File: src/rtl/move_scan_ctrl.sv
// -----------------------------------------------------------------------------
// move_scan_ctrl
//
// Purpose:
//   Sequences one external combinational neighbour-shift unit to compute the
//   legal step and jump source masks for the side to move. The board has 32
//   squares in 8 rows of 4. Square s sits at row s/4 and column s%4, with
//   square 0 at the top-left.
//   Each of the four diagonal directions takes three single-cycle shifter
//   passes:
//     S1 = shift(d, occ)   - first neighbour occupied
//     S2 = shift(d, S1)    - second neighbour (landing square) occupied
//     S3 = shift(d, opp)   - first neighbour holds an opponent piece
//   A result clears to zero when a scan is accepted and then holds until the
//   next accepted start.
//
// Parameters:
//   SKIP_EMPTY_DIRS - 1: a direction with no permitted piece costs no cycles.
//
// Ports:
//   clock      in   system clock
//   resetn     in   synchronous active-low reset
//   start      in   scan request, taken only while busy=0
//   own        in   [31:0] own pieces
//   opp        in   [31:0] opponent pieces
//   kings      in   [31:0] king flags (only own & kings matters)
//   side       in   0: men move up (UR, UL), 1: men move down (DR, DL)
//   shift_dir  out  [1:0] shifter direction 0=UR 1=UL 2=DR 3=DL
//   shift_in   out  [31:0] shifter operand
//   shift_out  in   [31:0] shifter result, same cycle
//   busy       out  scan in progress
//   done       out  one-cycle pulse when results are valid
//   step_dirs  out  [127:0] per-direction step sources, field d = [32d+31:32d]
//   jump_dirs  out  [127:0] per-direction jump sources
//   step_mask  out  [31:0] OR of the step_dirs fields
//   jump_mask  out  [31:0] OR of the jump_dirs fields
//   any_jump   out  capture is forced
// -----------------------------------------------------------------------------
module move_scan_ctrl #(
    parameter bit SKIP_EMPTY_DIRS = 1'b0
) (
    input  logic         clock,
    input  logic         resetn,
    input  logic         start,
    input  logic [31:0]  own,
    input  logic [31:0]  opp,
    input  logic [31:0]  kings,
    input  logic         side,
    output logic [1:0]   shift_dir,
    output logic [31:0]  shift_in,
    input  logic [31:0]  shift_out,
    output logic         busy,
    output logic         done,
    output logic [127:0] step_dirs,
    output logic [127:0] jump_dirs,
    output logic [31:0]  step_mask,
    output logic [31:0]  jump_mask,
    output logic         any_jump
);

    typedef enum logic [2:0] {
        ST_IDLE = 3'd0,
        ST_P0   = 3'd1,
        ST_P1   = 3'd2,
        ST_P2   = 3'd3,
        ST_FIN  = 3'd4
    } state_t;

    state_t       r_state;
    state_t       w_next_state;
    logic [1:0]   r_dir;
    logic [1:0]   w_next_dir;
    logic [2:0]   w_next_d;
    logic [1:0]   w_shift_dir;
    logic [31:0]  w_shift_in;
    logic [31:0]  w_p_cur;

    logic [31:0]  r_own;
    logic [31:0]  r_opp;
    logic [31:0]  r_kings;
    logic         r_side;
    logic [31:0]  r_occ;
    logic [31:0]  r_s1;
    logic [31:0]  r_s2;
    logic         r_busy;
    logic         r_done;
    logic [127:0] r_step_dirs;
    logic [127:0] r_jump_dirs;
    logic [31:0]  r_step_mask;
    logic [31:0]  r_jump_mask;
    logic         r_any_jump;

    // Pieces allowed to move in direction d. Men only go forward: up for
    // side 0 (d = 0, 1) and down for side 1 (d = 2, 3). Kings go any way.
    function automatic logic [31:0] perm_mask(input logic [1:0] d, input logic sd,
                                              input logic [31:0] ow, input logic [31:0] kg);
        logic men_ok;
        men_ok = (d[1] == sd);
        if (men_ok) begin
            return ow;
        end else begin
            return ow & kg;
        end
    endfunction

    // Smallest direction >= start_d that needs passes. Bit 2 set means none
    // remain. Without skipping, every direction counts.
    function automatic logic [2:0] next_dir(input logic [2:0] start_d, input logic sd,
                                            input logic [31:0] ow, input logic [31:0] kg);
        logic [2:0] res;
        res = 3'd4;
        for (int i = 3; i >= 0; i--) begin
            if ((3'(i) >= start_d) &&
                (!SKIP_EMPTY_DIRS || (perm_mask(2'(i), sd, ow, kg) != 32'd0))) begin
                res = 3'(i);
            end
        end
        return res;
    endfunction

    assign w_p_cur = perm_mask(r_dir, r_side, r_own, r_kings);

    // State register: phase and current direction.
    always_ff @(posedge clock) begin
        if (!resetn) begin
            r_state <= ST_IDLE;
            r_dir   <= 2'd0;
        end else begin
            r_state <= w_next_state;
            r_dir   <= w_next_dir;
        end
    end

    // Next-state logic and shifter drive.
    always_comb begin
        w_next_state = r_state;
        w_next_dir   = r_dir;
        w_next_d     = 3'd0;
        w_shift_dir  = 2'd0;
        w_shift_in   = 32'd0;
        case (r_state)
            ST_IDLE: begin
                if (start) begin
                    // The decision uses the raw inputs, so an all-empty
                    // skip scan goes straight to FIN.
                    w_next_d = next_dir(3'd0, side, own, kings);
                    if (w_next_d[2]) begin
                        w_next_state = ST_FIN;
                        w_next_dir   = 2'd0;
                    end else begin
                        w_next_state = ST_P0;
                        w_next_dir   = w_next_d[1:0];
                    end
                end else begin
                    w_next_state = ST_IDLE;
                    w_next_dir   = r_dir;
                end
            end
            ST_P0: begin
                w_shift_dir  = r_dir;
                w_shift_in   = r_occ;
                w_next_state = ST_P1;
            end
            ST_P1: begin
                w_shift_dir  = r_dir;
                w_shift_in   = r_s1;
                w_next_state = ST_P2;
            end
            ST_P2: begin
                w_shift_dir = r_dir;
                w_shift_in  = r_opp;
                w_next_d    = next_dir({1'b0, r_dir} + 3'd1, r_side, r_own, r_kings);
                if (w_next_d[2]) begin
                    w_next_state = ST_FIN;
                    w_next_dir   = 2'd0;
                end else begin
                    w_next_state = ST_P0;
                    w_next_dir   = w_next_d[1:0];
                end
            end
            ST_FIN: begin
                w_next_state = ST_IDLE;
                w_next_dir   = 2'd0;
            end
            default: begin
                w_next_state = ST_IDLE;
                w_next_dir   = 2'd0;
            end
        endcase
    end

    // Datapath: operand latch, pass captures, per-direction results, summary.
    always_ff @(posedge clock) begin
        if (!resetn) begin
            r_own       <= 32'd0;
            r_opp       <= 32'd0;
            r_kings     <= 32'd0;
            r_side      <= 1'b0;
            r_occ       <= 32'd0;
            r_s1        <= 32'd0;
            r_s2        <= 32'd0;
            r_busy      <= 1'b0;
            r_done      <= 1'b0;
            r_step_dirs <= 128'd0;
            r_jump_dirs <= 128'd0;
            r_step_mask <= 32'd0;
            r_jump_mask <= 32'd0;
            r_any_jump  <= 1'b0;
        end else begin
            r_done <= 1'b0;
            case (r_state)
                ST_IDLE: begin
                    if (start) begin
                        r_own       <= own;
                        r_opp       <= opp;
                        r_kings     <= kings;
                        r_side      <= side;
                        r_occ       <= own | opp;
                        r_busy      <= 1'b1;
                        r_step_dirs <= 128'd0;
                        r_jump_dirs <= 128'd0;
                        r_step_mask <= 32'd0;
                        r_jump_mask <= 32'd0;
                        r_any_jump  <= 1'b0;
                    end
                end
                ST_P0: begin
                    r_s1 <= shift_out;
                end
                ST_P1: begin
                    r_s2 <= shift_out;
                end
                ST_P2: begin
                    // shift_out is S3 here. It is used directly and not stored.
                    r_step_dirs[{r_dir, 5'd0} +: 32] <= w_p_cur & ~r_s1;
                    r_jump_dirs[{r_dir, 5'd0} +: 32] <= w_p_cur & shift_out & ~r_s2;
                end
                ST_FIN: begin
                    r_step_mask <= r_step_dirs[31:0] | r_step_dirs[63:32] |
                                   r_step_dirs[95:64] | r_step_dirs[127:96];
                    r_jump_mask <= r_jump_dirs[31:0] | r_jump_dirs[63:32] |
                                   r_jump_dirs[95:64] | r_jump_dirs[127:96];
                    r_any_jump  <= |(r_jump_dirs[31:0] | r_jump_dirs[63:32] |
                                     r_jump_dirs[95:64] | r_jump_dirs[127:96]);
                    r_done      <= 1'b1;
                    r_busy      <= 1'b0;
                end
                default: begin
                    r_busy <= 1'b0;
                end
            endcase
        end
    end

    assign shift_dir = w_shift_dir;
    assign shift_in  = w_shift_in;
    assign busy      = r_busy;
    assign done      = r_done;
    assign step_dirs = r_step_dirs;
    assign jump_dirs = r_jump_dirs;
    assign step_mask = r_step_mask;
    assign jump_mask = r_jump_mask;
    assign any_jump  = r_any_jump;

endmodule

File: config.mk
export PLATFORM = sky130hd
export DESIGN_NAME = move_scan_ctrl
export DESIGN_NICKNAME = d
export VERILOG_FILES = /design/src/rtl/move_scan_ctrl.sv
export SDC_FILE = /design/constraint.sdc
export NUM_CORES = 1
export LEC_CHECK = 0
export BUFFER_PORTS_ARGS = -buffer_cell sky130_fd_sc_hd__buf_4
export CAP_MARGIN = 20
export CORE_ASPECT_RATIO = 0.5
export CORE_UTILIZATION = 55
export DETAILED_ROUTE_END_ITERATION = 10
export HOLD_SLACK_MARGIN = 0.12
export MAX_ROUTING_LAYER = met4
export PLACE_DENSITY = 0.81
export SKIP_CTS_REPAIR_TIMING = 1
export SLEW_MARGIN = 0
export SYNTH_ARGS = -nofsm -noshare
export SYNTH_HDL_FRONTEND = slang
export SYNTH_SLANG_ARGS = --single-unit
File: constraint.sdc
create_clock -name clock -period 5.7 [get_ports clock]
set_clock_uncertainty 0.1 [all_clocks]
set_input_delay 0.57 -clock clock [delete_from_list [all_inputs] [get_ports clock]]
set_output_delay 0.57 -clock clock [all_outputs]
set_load 0.005 [all_outputs]
==> summary.txt <==
Logic synthesis
  – Post-synthesis register bit count: 521
  – Cell type contributing the most total cell area after synthesis: dfxtp_1
  – Main area contributors after synthesis: dfxtp_1, a22oi_1, nor2b_1
  – Sequential share of the synthesized area: 50.8%
  – Primary FF master, synth: dfxtp_1
  – Post-synthesis instance area: 20,500 um2
  – Async set or reset register ratio after synthesis: 0%
  – Total nets after synthesis: 2,342
  – EDFF count, synth: 0
  – Syn_area_per_cell: 9.32 um2
  – YS warnings: 0
  – Most repeated cell in the gate-level netlist after synthesis: dfxtp_1
  – Count of cell types in the netlist: 42
  – Area share of the largest cell type after synthesis: 50.8%
  – Cells after synthesis: 2,203
  – Most numerous cell types in the synthesized netlist: dfxtp_1, nand2_1, a22oi_1

Clocking
  – Buffer cell driving the clock tree root: clkbuf_16
  – Total number of clock tree sinks: 521
  – Worst-Skew Late Latency: 0.57 ns
  – TritonCTS clock tree: done
  – Maximum buffer depth of the clock tree: 3
  – Maximum level of the CTS H-tree: 2
  – CTS buffer count: 45
  – Clock transition at the registers of the reported paths: 0.07 ns

Setup path
  – Path type of the worst setup path: register to output pin
  – Cell mode on critical path: buf_4
  – Critical register-to-register path startpoint: r_state[1]$_SDFF_PN0_
  – Data required time of the critical path: 5.03 ns
  – Slowest stage cell, crit path: dfxtp_2
  – Startpoint kind of the worst setup timing path: register
  – Critical Path Fanout Max: 42
  – Kind of cell adding the most delay to the critical path: flip-flops
  – Buffers & Inverters on Critical Path: 2
  – Sort of element at the end of the critical path: output pin
  – Depth of the worst register-to-register path: 5
  – Register-to-register setup slack: 2.03 ns
  – Slowest stage delay, CP: 1.04 ns
  – CP arrival: 3.01 ns
  – Reg-to-reg critical path endpoint: jump_dirs[14]$_SDFFE_PN0P_
  – Ordered cell list for the critical path: nor2b_2, buf_4, a22oi_1, nor2_1, buf_4

Route
  – Number of nets with antenna violations after routing: 0
  – Vias: 18.5k
  – Vias per std cell: 5.97
  – Drt wl/cell: 22.0 um
  – Routed wire length: 68,100 um
  – First DRT Iteration DRCs: 2,057
  – Detailed-routing iteration count for the pre-antenna-repair pass: 6
  – DR DRC count: 0

Job
  – Max-cap violations: 0

Timing
  – Worst Slack Setup Final: 2.02 ns
  – Period Utilization, post-route: 64.6%
  – Final slew viol count: 0
  – Shortest clock period the worst path allows after layout: 3.68 ns
  – Number of hold violations in the final report: 0
  – Highest achievable clock rate: 0.272 GHz
  – Max_slew headroom: 26.7%
  – Setup violators final: 0
  – Final sum of negative setup slack: 0 ns
  – RSZ-0062 raised after global routing: no
  – Slew at the pin with the worst max-slew slack: 1.10 ns

GRT
  – First-pass GRT wire length: 101,000 um
  – Most used routing layer: met2
  – Global routing usage on met3: 5.12%
  – Fraction of met2 tracks used by global routing: 54.7%
  – Pin count of the biggest net entering global routing: 306
  – Overall Global Routing Usage: 35.2%
  – Number of antenna violations at the first check in global routing: 4
  – Via count of the first global-routing pass: 16.8k
  – Total grt overflow: 0
  – Met1 track demand over resource: 46.7%

Placed design
  – Routability cong.: 0.944
  – Buffers on Ports: 488
  – Pre-CTS setup slack: 2.15 ns
  – Final HPWL from detailed placement: 46,900 um

Hold path
  – Min-Delay Path Depth: 3
  – Worst Hold Endpoint: r_kings[8]$_SDFFE_PN0P_
  – Worst hold start: kings[8]
  – Kind of path behind the tightest hold check: input pin to register

Power and ir drop
  – Maximum ir drop on the vdd rail: 0.000187 V
  – Overall power after layout: 7910 uW
  – Lkg Pwr: 0.00989 uW
  – Areal power density over the cells: 307 nW/um2

Finish
  – Fill count: 2,824
  – Sequential cell area: 10,400 um2
  – Post-layout nets: 2,717
  – Layout overhead on the synthesized area: 25.7%
  – Fraction of layout cells with a size suffix above 1: 24.4%
  – Multi-input gate area: 9340 um2

Die
  – Area of the core region: 36,400 um2
  – Top-level I/O count: 489
  – Initial standard-cell utilization of the core: 56.5%
  – Number of cell rows: 49
  – Height of the die: 139 um
  – Die area: 38,100 um2
  – Die outline width: 275 um

Run status
  – Outcome: finished, final reports clean
-- cells in the final DEF, fill, tap and decap left out, types with 2 or more instances in the layout --
master / count
o2bb2ai_1: 49
clkbuf_8: 8
nand4_1: 8
inv_1: 4
buf_12: 2
a21o_1: 2
nor3b_1: 64
clkbuf_1: 5
o41ai_1: 7
nor2_4: 2
clkinv_2: 14
clkbuf_16: 47
diode_2: 5
clkinvlp_4: 2
o21ai_0: 32
a21oi_4: 4
nor2_1: 98
dfxtp_1: 519
nor2b_1: 259
mux2_2: 32
nor3_1: 35
a21boi_0: 176
nand2b_1: 11
a22oi_1: 289
buf_4: 504
a21oi_1: 3
ha_1: 7
bufinv_16: 4
nand2_1: 340
nor4_1: 59
nand3b_1: 2
dfxtp_2: 2
-- flip-flops by register name, summed over array words and instances, names as in the netlist --
register   flops
r_opp         32
any_jump       1
r_kings       32
r_own         32
r_s2          32
jump_mask     32
r_dir          2
jump_dirs    128
r_s1          32
r_state        3
done           1
r_occ         32
busy           1
step_mask     32
r_side         1
step_dirs    128
-- layer usage --
layer | vias to the layer above | share of wire (%)
met2 | 778 | 47
met1 | 9057 | 43
met3 | 162 | 6.9
met4 | 0 | 3.8
li1 | 8514 | -
met5 | - | 0
-- power breakdown --
part           internal (uW)  switching [uW]
clock network           1800            1410
logic                    297             560
registers               3760            88.0
-- worst max path at each step --
stage                          startpoint                          to  depth (start not counted)
finish              r_state[1]$_SDFF_PN0_                 shift_in[2]                          5
global route        r_state[1]$_SDFF_PN0_  jump_dirs[25]$_SDFFE_PN0P_                          5
CTS                 r_state[1]$_SDFF_PN0_                shift_in[10]                          5
detailed placement  r_state[1]$_SDFF_PN0_  jump_dirs[15]$_SDFFE_PN0P_                          5
global placement    r_state[1]$_SDFF_PN0_  jump_dirs[16]$_SDFFE_PN0P_                          5
floorplan           r_state[1]$_SDFF_PN0_                shift_in[20]                          5
-- logic make-up (layout without fill, tap and decap cells) --
group | Yosys count | in the layout | share of synthesized area, %
XOR/XNOR | 1 | 1 | 0.0427
adder cells (fa/ha/maj) | 7 | 7 | 0.427
AND/OR/NAND/NOR | 892 | 892 | 22.3
flip-flops | 521 | 521 | 50.8
buffers and inverters | 184 | 594 | 4.04
multiplexers | 33 | 33 | 1.80
other | 0 | 5 | 0
AO/OA/AOI/OAI | 565 | 565 | 20.6
-- worst register-to-register path, delay by kind of cell, from the launching register on --
kind	cells	cell delay [ns]
buffers and inverters	1	0.46
and+or+nand+nor	3	1.85
AOI/OAI and AO/OA	1	0.16
DFF	1	1.04
-- cell type report --
cell class,instances,area share (%)
Sequential cell,521,40.4
Multi-Input combinational cell,1498,36.2
Timing Repair Buffer,508,15.0
Clock buffer,60,5.06
Tap cell,484,2.35
Clock inverter,22,0.873
Inverter,4,0.0582
Antenna cell,5,0.0485
-- stage by stage --
| step | instance area [um2] | cells | hold slack (ns) | util, % |
|---|---|---|---|---|
| final | 25800 | 3102 | 0.156 | 71.0 |
| after detailed placement | 24200 | 3013 | 0.350 | 66.6 |
| after global routing | 25800 | 3101 | 0.164 | 71.0 |
| after CTS | 25700 | 3095 | 0.148 | 70.8 |
| after global placement | 24200 | 3013 | 0.344 | 66.6 |
| after floorplan | 20500 | 2203 | 0.340 | - |
Note: power is estimated with default switching activity, not from simulation.
